===== config.mk =====
export PLATFORM = sky130hd
export DESIGN_NAME = apb_read_master
export DESIGN_NICKNAME = d
export VERILOG_FILES = /design/src/rtl/apb_read_master.sv
export SDC_FILE = /design/constraint.sdc
export NUM_CORES = 1
export LEC_CHECK = 0
export ABC_AREA = 0
export ABC_CLOCK_PERIOD_IN_PS = 2600
export CORE_MARGIN = 4
export CORE_UTILIZATION = 44
export DETAILED_ROUTE_END_ITERATION = 16
export PLACE_DENSITY = 0.8
export SYNTH_ARGS = -nofsm -noshare
export SYNTH_HDL_FRONTEND = slang
export SYNTH_SLANG_ARGS = --single-unit

===== constraint.sdc =====
create_clock -name PCLK -period 2.6 [get_ports PCLK]
set_input_delay 0.65 -clock PCLK [delete_from_list [all_inputs] [get_ports PCLK]]
set_output_delay 0.65 -clock PCLK [all_outputs]
set_load 0.02 [all_outputs]

===== src/rtl/apb_read_master.sv =====
// APB read-only burst master: issues `count` reads starting at `base_addr`,
// stepping by ADDR_STEP, with a per-transfer PREADY timeout that aborts the burst.
module apb_read_master #(
    parameter int unsigned ADDR_STEP = 4,
    parameter int unsigned TIMEOUT   = 16
) (
    input  logic        PCLK,
    input  logic        PRESET,
    input  logic        start,
    input  logic [31:0] base_addr,
    input  logic [7:0]  count,
    input  logic        PREADY,
    input  logic [31:0] PRDATA1,
    output logic        PSEL,
    output logic        PENABLE,
    output logic        PWRITE,
    output logic [31:0] PRWADDR,
    output logic [31:0] rd_data,
    output logic        rd_valid,
    output logic        busy,
    output logic        done,
    output logic        err,
    output logic [1:0]  fsm_state
);

    localparam int WW = $clog2(TIMEOUT + 1);

    // Handshake: a transfer completes on the rising edge where PSEL, PENABLE
    // and PREADY are all 1; rd_valid follows one cycle later with the word.
    typedef enum logic [1:0] {
        IDLE   = 2'd0,
        SETUP  = 2'd1,
        ACCESS = 2'd2,
        FINISH = 2'd3
    } state_t;

    state_t          state, state_nxt;
    logic [7:0]      remaining;
    logic [WW-1:0]   wait_cnt;
    logic            accept;
    logic            xfer_done;
    logic            timed_out;

    always_comb begin
        state_nxt = state;
        PSEL      = 1'b0;
        PENABLE   = 1'b0;
        busy      = 1'b1;
        done      = 1'b0;
        accept    = 1'b0;
        xfer_done = 1'b0;
        timed_out = 1'b0;
        case (state)
            IDLE: begin
                busy = 1'b0;
                if (start && count != 8'd0) begin
                    accept    = 1'b1;
                    state_nxt = SETUP;
                end
            end
            SETUP: begin
                PSEL      = 1'b1;
                state_nxt = ACCESS;
            end
            ACCESS: begin
                PSEL    = 1'b1;
                PENABLE = 1'b1;
                if (PREADY) begin
                    xfer_done = 1'b1;
                    state_nxt = (remaining > 8'd1) ? SETUP : FINISH;
                end else if (wait_cnt == WW'(TIMEOUT - 1)) begin
                    // This cycle is the TIMEOUT-th ACCESS cycle without PREADY.
                    timed_out = 1'b1;
                    state_nxt = FINISH;
                end
            end
            FINISH: begin
                done      = 1'b1;
                state_nxt = IDLE;
            end
            default: state_nxt = IDLE;
        endcase
    end

    always_ff @(posedge PCLK) begin
        if (!PRESET) begin
            state     <= IDLE;
            PRWADDR   <= 32'd0;
            rd_data   <= 32'd0;
            rd_valid  <= 1'b0;
            err       <= 1'b0;
            remaining <= 8'd0;
            wait_cnt  <= '0;
        end else begin
            state    <= state_nxt;
            rd_valid <= xfer_done;
            if (accept) begin
                PRWADDR   <= base_addr;
                remaining <= count;
                err       <= 1'b0;
            end
            if (state == SETUP) begin
                wait_cnt <= '0;
            end
            if (state == ACCESS && !PREADY) begin
                wait_cnt <= wait_cnt + WW'(1);
            end
            if (xfer_done) begin
                rd_data   <= PRDATA1;
                PRWADDR   <= PRWADDR + 32'(ADDR_STEP);
                remaining <= remaining - 8'd1;
            end
            if (timed_out) begin
                err <= 1'b1;
            end
        end
    end

    assign PWRITE    = 1'b0;
    assign fsm_state = state;

endmodule


==> impl_metrics.py, run 1 <==
metrics = {
    "outcome": {
        "status": "finished clean",
    },
    "detailed_routing": {
        "wl_um": 12300,
        "drc": 0,
        "viasPerCell": 5.71,
        "vias": 4354,
        "routedWlPerCell_um": 16.2,
        "firstDrtPassIters": 4,
        "ant_nets": 0,
        "drtIter0Drc": 222,
    },
    "layout": {
        "stdcell_count": 763,
        "diodes": 0,
        "syn2layout_area_growth_pct": 50.2,
        "stdcell_area_sq_um": 5820,
        "nets": 739,
        "drive_above_1_share": 0.0866,
    },
    "cts": {
        "root_buffer": "clkbuf_8",
        "post_cts_buffers": 0,
        "cts_htree_levels": 3,
        "ctsHoldBuffers": 0,
        "cts_sinks": 81,
        "clk_latency_ps": 360,
        "cts_resized": 0,
        "numCtsBuffers": 9,
        "cts.reportedPaths.clkPinSlew_ps": 90,
        "cts_buffer_depth": 2,
        "cts_tree": "built",
    },
    "place": {
        "hpwl_um": 9280,
        "gp_congestion": 0.930,
        "io_buffers": 147,
        "place_area_sq_um": 5600,
        "dp.cells": 747,
    },
    "sta": {
        "hold_slack_ps": 456,
        "hold_violations": 0,
        "fin_setup_tns_ps": 0,
        "final-setup-viol-count": 0,
        "slew_viol_final": 0,
        "fin_worst_skew_ps": 8.17,
        "max_freq_ghz": 0.401,
        "tightest_slew_ps": 689,
        "max-slew-margin-rel": 0.536,
        "period_needed_ps": 2490,
        "period_share": 0.958,
        "rsz0062_at_grt": "false",
    },
    "power": {
        "power_uw": 4080,
        "internal-power_uw": 2640,
        "netSwitchingFraction": 0.352,
        "combinationalPowerShare": 0.355,
        "ir_worst_vdd_mv": 0.504,
        "power.switching_uw": 1440,
        "power_frac_clock": 0.248,
        "p_per_area_nw_per_um2": 700,
        "pwr-share-seq": 0.396,
        "leakage_uw": 0.00206,
    },
    "worst_setup_path": {
        "crit_type": "reg -> out",
        "r2r_setup_slack_ps": 340,
        "cpMaxStageDelayCell": "clkdlybuf4s50_1",
        "required_ps": 1950,
        "cp_top_family": "buffers and inverters",
        "cp_num_buf_inv": 2,
        "max_stage_delay_ps": 660,
        "crit_chain": "inv_1, ha_1, clkdlybuf4s50_1",
        "worstSetupEndpointType": "output pin",
        "crit_fanout": 8,
        "start_kind": "flip-flop",
        "cp.arrival_ps": 1840,
    },
    "synth": {
        "synth_top_area_frac": 0.418,
        "seq_area_frac_synth": 0.418,
        "async_reset_ff_frac": 0,
        "synth_common_cells": "93 x nand2_1, 81 x dfxtp_1, 63 x a21oi_1",
        "synth_area_sq_um": 3880,
        "synth_ff_type": "dfxtp_1",
        "yosysUniqueCellTypes": 55,
        "ys_seq_elements": 81,
        "synth_top_area_cell": "dfxtp_1",
        "yosys-top-cells-area": "dfxtp_1 42%, nand2_1 9.0%, a21oi_1 8.1%",
        "synthesis.nets": 581,
        "syn_area_per_cell_sq_um": 7.83,
        "synth_most_common_cell": "nand2_1",
        "yosysWarnings": 0,
        "syn_inst": 495,
        "synth-edff-count": 0,
    },
    "global_route": {
        "grt_usage": 0.233,
        "antenna_found_initial": 0,
        "grt_max_degree": 38,
        "grt_first_pass_wirelength_um": 19500,
        "grt_pass1_vias": 4217,
        "overflow": 0,
    },
    "floorplanning": {
        "ioPinCount": 149,
        "initial_core_util": 0.463,
        "die_w_um": 102,
        "die_y_um": 102,
        "core_area_sq_um": 8380,
        "num_rows": 33,
        "dieArea_sq_um": 10400,
    },
    "flow_run": {
        "cap_violations": 0,
    },
    "hold_path": {
        "hp-class": "reg -> reg",
    },
}
[metal layers]
layer  vias up  GRT usage  share of wire
met4         0     0.0999          0.020
li1       2095          -              -
met5         -          0              0
met1      2034      0.288           0.41
met2       198      0.394           0.49
met3        27     0.0464          0.076
[flip-flops by register name, summed over array words and instances (netlist names)]
signal / flops
rd_data: 32
fsm_state: 2
wait_cnt: 5
rd_valid: 1
remaining: 8
PRWADDR: 32
err: 1
[per-stage QoR]
| stage | utilization | setup slack, ps |
|---|---|---|
| 2_1_floorplan | - | 345 |
| 3_3_place_gp | 0.668 | 42.0 |
| 3_5_place_dp | 0.668 | -25.4 |
| 4_1_cts | 0.694 | 112 |
| 5_1_grt | 0.695 | 3.72 |
| 6_report | 0.695 | 108 |
[path summary, 6_finish.rpt]
path,from,to,cells past startpoint
max,fsm_state[0],PENABLE,3
min,rd_data[30],rd_data[30],2
max reg2reg,PRWADDR[2],PRWADDR[22],6
min reg2reg,rd_data[30],rd_data[30],2
[power groups by stage]
stage	combinational (uW)	clock [uW]	sequential, uW
floorplan	614	0	1760
global placement	1420	0	1630
detailed placement	1450	0	1640
CTS	1450	1030	1610
global route	1570	1080	1640
finish	1450	1010	1620
[cells by family (layout without fill, tap and decap cells)]
| kind of cell | count (synthesis) | in the layout | share of synthesized area |
|---|---|---|---|
| mux | 2 | 2 | 0.00549 |
| buf+inv | 36 | 199 | 0.0378 |
| other cells | 1 | 1 | 0.000967 |
| simple gates | 234 | 234 | 0.297 |
| compound gates | 126 | 126 | 0.197 |
| xor+xnor | 5 | 5 | 0.0113 |
| fa+ha+maj | 10 | 10 | 0.0323 |
| flops | 81 | 81 | 0.418 |
[placed cells by master (no fill, tap or decap), drive strengths merged, types with 2 or more instances in the layout]
| cell | netlist | routed |
|---|---|---|
| a211oi | 10 | 10 |
| a21oi | 63 | 63 |
| a22oi | 3 | 3 |
| a2bb2oi | 5 | 5 |
| a31oi | 6 | 6 |
| and2 | 5 | 5 |
| and3 | 11 | 11 |
| buf | 5 | 28 |
| bufinv | 0 | 2 |
| clkbuf | 23 | 10 |
| clkdlybuf4s50 | 0 | 146 |
| clkinv | 1 | 2 |
| clkinvlp | 0 | 2 |
| dfxtp | 81 | 81 |
| ha | 10 | 10 |
| inv | 7 | 8 |
| nand2 | 94 | 94 |
| nand3 | 31 | 31 |
| nand3b | 3 | 3 |
| nand4 | 20 | 20 |
| nor2 | 37 | 37 |
| nor3 | 4 | 4 |
| nor4 | 8 | 8 |
| o211ai | 4 | 4 |
| o21ai | 20 | 20 |
| o311ai | 4 | 4 |
| or3 | 8 | 8 |
| or4 | 7 | 7 |
| xnor2 | 3 | 3 |
| xor2 | 2 | 2 |
[cell type report]
type / instances / area (sq um)
tap: 105 / 131
multi-input combinational: 378 / 2120
fill: 716 / 2560
timing repair buffer: 175 / 1700
clock buffer: 10 / 128
sequential: 81 / 1620
clock inverter: 6 / 92.6
inverter: 8 / 30.0
[worst reg2reg max path: stages, from the launching register on]
cell and delay, ps:
dfxtp_1 420, ha_1 260, nand4_1 170, nor4_1 650, and2_1 350, a211oi_1 110
a311oi_1 210
Power figures use the tool's default switching activity.
==> run 2, diff against run 1 <==
PLACE_DENSITY = unset   (was 0.8)
PLACE_DENSITY_LB_ADDON = 0.3   (was unset)
==> run 2 against run 1 <==
Against the previous run:
- worst hold slack about the same
- non-clock buffer count unchanged
- first-iteration DRC count increased by 36%
- critical path type unchanged
- largest cell class unchanged
- clock skew increased by 0.53 ps
==> impl_metrics.py, run 2 (synthesized netlist as in run 1, its figures left out) <==
metrics = {
    "power": {
        "power_frac_clock": 0.253,
        "leakage_uw": 0.00206,
        "internal-power_uw": 2670,
        "power.switching_uw": 1430,
        "p_per_area_nw_per_um2": 701,
        "pwr-share-seq": 0.394,
        "power_uw": 4100,
        "combinationalPowerShare": 0.353,
        "netSwitchingFraction": 0.349,
        "ir_worst_vdd_mv": 0.492,
    },
    "detailed_routing": {
        "wl_met1_um": 5040,
        "wl_um": 12500,
        "wl_met2_um": 6190,
        "topRoutingLayerUsed": "met4",
        "firstDrtPassIters": 6,
        "met3_length_um": 982,
        "drtIter0Drc": 303,
        "drc": 0,
        "viasPerCell": 5.70,
        "ant_nets": 0,
        "vias": 4350,
        "routedWlPerCell_um": 16.4,
    },
    "worst_setup_path": {
        "crit_chain": "inv_1, ha_1, inv_1, clkdlybuf4s50_1",
        "crit_top_cell": "inv_1",
        "r2r-end": "PRWADDR[30]",
        "startpoint": "fsm_state[0]",
        "worstSetupEndpointType": "output pin",
        "cp.arrival_ps": 1830,
        "cpMaxStageDelayCell": "clkdlybuf4s50_1",
        "worst_r2r_path_depth": 6,
        "max_stage_delay_ps": 600,
        "start_kind": "flip-flop",
        "required_ps": 1950,
        "r2r_setup_slack_ps": 350,
        "crit_fanout": 5,
        "rr_startpoint": "PRWADDR[3]",
        "crit_type": "reg -> out",
    },
    "sta": {
        "slew_viol_final": 0,
        "setup_ws_ps": 122,
        "tightest_slew_ps": 659,
        "rsz0062_at_grt": "false",
        "max-slew-margin-rel": 0.556,
        "period_needed_ps": 2480,
        "period_share": 0.953,
        "max_freq_ghz": 0.404,
        "final-setup-viol-count": 0,
        "hold_violations": 0,
        "fin_worst_skew_ps": 8.70,
    },
    "cts": {
        "cts_htree_levels": 3,
        "cts_sinks": 81,
        "post_cts_buffers": 0,
        "clk_latency_ps": 350,
        "numCtsBuffers": 9,
        "ctsHoldBuffers": 0,
        "cts_tree": "built",
        "cts_buffer_depth": 2,
        "root_buffer": "clkbuf_8",
        "cts_resized": 0,
        "cts.reportedPaths.clkPinSlew_ps": 80,
    },
    "place": {
        "hpwl_um": 9260,
        "place_ws_ps": -49.9,
        "io_buffers": 147,
        "dp.cells": 747,
        "gp_congestion": 0.879,
    },
    "layout": {
        "nets": 739,
        "syn2layout_area_growth_pct": 50.7,
        "diodes": 0,
        "reg.largest.list": "PRWADDR (32), rd_data (32), remaining (8)",
        "layout_common_cells": "147 x clkdlybuf4s50_1, 93 x nand2_1, 81 x dfxtp_1",
        "final_core_util": 0.697,
        "drive_above_1_share": 0.0897,
        "stdcell_count": 763,
        "layout_commonest_cell": "clkdlybuf4s50_1",
    },
    "global_route": {
        "grt_usage": 0.240,
        "grt_pass1_vias": 4129,
        "overflow": 0,
        "antenna_found_initial": 0,
        "grt_first_pass_wirelength_um": 20000,
        "grt_max_degree": 39,
    },
    "hold_path": {
        "holdCritStartpoint": "rd_data[0]",
        "whs_path_depth": 2,
        "hp-class": "reg -> reg",
        "whs_endpoint": "rd_data[0]",
    },
    "floorplanning": {
        "core_area_sq_um": 8380,
        "die_y_um": 102,
        "ioPinCount": 149,
        "die_w_um": 102,
        "initial_core_util": 0.463,
        "num_rows": 33,
        "dieArea_sq_um": 10400,
    },
    "flow_run": {
        "cap_violations": 0,
    },
    "outcome": {
        "status": "finished clean",
    },
}
[run 2: cell count changes in the layout (fill, tap and decap cells not counted)]
cell	change
ha_2	+1
dlymetal6s2s_1	-1
clkbuf_1	-1
clkinv_2	+1
clkdlybuf4s50_1	+1
clkbuf_8	+1
clkinvlp_4	-2
buf_12	+1
clkinv_4	+1
ha_1	-1
buf_4	-1
[run 2: power groups by stage]
| stage | Sequential, uW | Clock (uW) | Combinational [uW] |
|---|---|---|---|
| 6_report | 1610 | 1040 | 1450 |
| 3_3_place_gp | 1630 | 0 | 1410 |
| 5_1_grt | 1650 | 1130 | 1570 |
| 4_1_cts | 1610 | 1060 | 1450 |
| 3_5_place_dp | 1630 | 0 | 1440 |
| 2_1_floorplan | 1760 | 0 | 614 |
[run 2: final cells by class]
cell class / count / area [sq um]
clock buffers: 10 / 138
clock inverters: 6 / 91.3
fillers: 691 / 2540
inverters: 8 / 30.0
multi-input cells: 378 / 2130
flip-flops and latches: 81 / 1620
well taps: 105 / 131
repair buffers: 175 / 1710
[run 2: critical path: cells and delay by family, from the launching register on]
kind | cells | cell delay (ps)
adders and majority gates | 1 | 270
buffers and inverters | 3 | 790
DFF | 1 | 420
[run 2: worst max-delay path by stage]
stage,end,cells after the start,slack (ps)
2_1_floorplan,PRWADDR[15],8,350
3_3_place_gp,PRWADDR[24],7,40
3_5_place_dp,PRWADDR[30],8,-50
4_1_cts,PENABLE,3,60
5_1_grt,busy,4,8
6_report,busy,4,120
[run 2: layer usage]
metal | vias to the layer above | track usage
li1 | 2100 | -
met1 | 2031 | 0.306
met2 | 192 | 0.404
met3 | 27 | 0.0580
met4 | 0 | 0.0716
met5 | - | 0
[run 2: through the flow]
step	TNS, ps	instance area, sq um	hold WS, ps
floorplan	0	3880	452
global placement	0	5610	441
detailed placement	-123	5610	446
CTS	0	5840	458
global route	0	5840	479
finish	0	5840	456
==> run 3, diff against run 2 <==
==> constraint.sdc (replaced) <==
create_clock -name PCLK -period 2.6 [get_ports PCLK]
set_input_delay 0.52 -clock PCLK [delete_from_list [all_inputs] [get_ports PCLK]]
set_output_delay 0.52 -clock PCLK [all_outputs]
set_load 0.02 [all_outputs]
==> run 3 against run 2 <==
Against the previous run:
- critical path type unchanged
- critical path depth unchanged
- first-iteration DRC count decreased by 12%
- largest cell class unchanged
- wire length is 0.76% lower
- clock skew is 7.2 ps higher
==> impl_metrics.py, run 3 (synthesized netlist as in run 1, its figures left out) <==
metrics = {
    "place": {
        "hpwl_um": 9050,
        "gp_congestion": 0.886,
        "io_buffers": 147,
    },
    "layout": {
        "reg.largest.list": "PRWADDR (32), rd_data (32), remaining (8)",
        "fillCellCount": 715,
        "layout_common_cells": "147 x clkdlybuf4s50_1, 93 x nand2_1, 81 x dfxtp_1",
        "syn2layout_area_growth_pct": 48.8,
        "diodes": 0,
        "multi_input_area_sq_um": 2120,
        "nets": 731,
        "seq_area_sq_um": 1620,
        "layout_commonest_cell": "clkdlybuf4s50_1",
        "final_core_util": 0.688,
        "drive_above_1_share": 0.0769,
    },
    "floorplanning": {
        "die_y_um": 102,
        "ioPinCount": 149,
        "num_rows": 33,
        "core_area_sq_um": 8380,
        "initial_core_util": 0.463,
        "dieArea_sq_um": 10400,
        "die_w_um": 102,
    },
    "worst_setup_path": {
        "crit_fanout": 5,
        "cp.arrival_ps": 1830,
        "max_stage_delay_ps": 590,
        "required_ps": 2080,
        "crit_type": "reg -> out",
        "cp_num_buf_inv": 3,
        "cp_top_family": "buffers and inverters",
        "cpMaxStageDelayCell": "clkdlybuf4s50_1",
        "crit_top_cell": "inv_1",
        "crit_chain": "inv_1, ha_1, inv_1, clkdlybuf4s50_1",
        "worstSetupEndpointType": "output pin",
        "start_kind": "flip-flop",
    },
    "cts": {
        "cts_tree": "built",
        "clk_latency_ps": 350,
        "numCtsBuffers": 9,
        "cts_sinks": 81,
        "cts_htree_levels": 3,
        "cts_resized": 0,
        "ctsHoldBuffers": 0,
        "cts.reportedPaths.clkPinSlew_ps": 80,
        "post_cts_buffers": 0,
        "root_buffer": "clkbuf_8",
        "cts_buffer_depth": 2,
    },
    "detailed_routing": {
        "vias": 4321,
        "routedWlPerCell_um": 16.4,
        "ant_nets": 0,
        "viasPerCell": 5.72,
        "drtIter0Drc": 268,
        "wl_um": 12400,
        "drc": 0,
        "firstDrtPassIters": 5,
    },
    "sta": {
        "period_share": 0.902,
        "hold_violations": 0,
        "rsz0062_at_grt": "false",
        "max_freq_ghz": 0.426,
        "tightest_slew_ps": 664,
        "fin_worst_skew_ps": 15.9,
        "slew_viol_final": 0,
        "period_needed_ps": 2350,
        "max-slew-margin-rel": 0.554,
        "fin_setup_tns_ps": 0,
        "final-setup-viol-count": 0,
    },
    "global_route": {
        "grt_max_degree": 46,
        "overflow": 0,
        "grt_first_pass_wirelength_um": 19400,
        "antenna_found_initial": 0,
        "grt_usage": 0.232,
        "grt_pass1_vias": 4037,
    },
    "power": {
        "ir_worst_vdd_mv": 0.608,
        "p_per_area_nw_per_um2": 696,
        "leakage_uw": 0.00202,
    },
    "hold_path": {
        "hp-class": "reg -> reg",
    },
    "flow_run": {
        "cap_violations": 0,
    },
    "outcome": {
        "status": "finished clean",
    },
}
-- run 3: per-stage QoR --
step | hold slack (ps) | power, uW | cell area [sq um] | std cells | setup WS (ps)
after global routing | 484 | 4220 | 5770 | 755 | 138
after floorplan | 452 | 2370 | 3880 | 495 | 345
final | 456 | 4020 | 5770 | 755 | 254
after global placement | 441 | 3020 | 5550 | 739 | 134
after detailed placement | 446 | 3070 | 5550 | 739 | 114
after CTS | 457 | 4030 | 5770 | 755 | 232
-- run 3: cell type report --
class                   instances  share of cell area
inverters                       8             0.00521
flip-flops and latches         81               0.281
well taps                     105              0.0228
multi-input cells             378               0.368
repair buffers                167               0.285
clock buffers                  11              0.0262
clock inverters                 5              0.0111
-- run 3: metal layers --
metal	global-route usage	wire length, um	share of wire
met4	0.0646	159	0.013
met5	0	0	0
met2	0.402	6170	0.50
met1	0.290	4940	0.40
met3	0.0553	1120	0.090
-- run 3: power by group --
group	internal (uW)	switching [uW]
sequential	1410	209
combinational	677	755
clock	501	466
-- run 3: worst reg2reg max path, cell delays in order, from the launching register on --
cell and delay [ps]:
dfxtp_1 420, ha_1 250, nand4_1 150, nor4_2 640
nand4_1 180, or4_1 420, o211ai_1 90
-- run 3: worst paths after layout --
path / start / endpoint / slack, ps / depth (start not counted)
setup / recovery: fsm_state[0] / busy / 250 / 4
hold / removal: PRWADDR[1] / PRWADDR[1] / 460 / 2
setup reg to reg: PRWADDR[2] / PRWADDR[28] / 390 / 6
hold reg to reg: PRWADDR[1] / PRWADDR[1] / 460 / 2
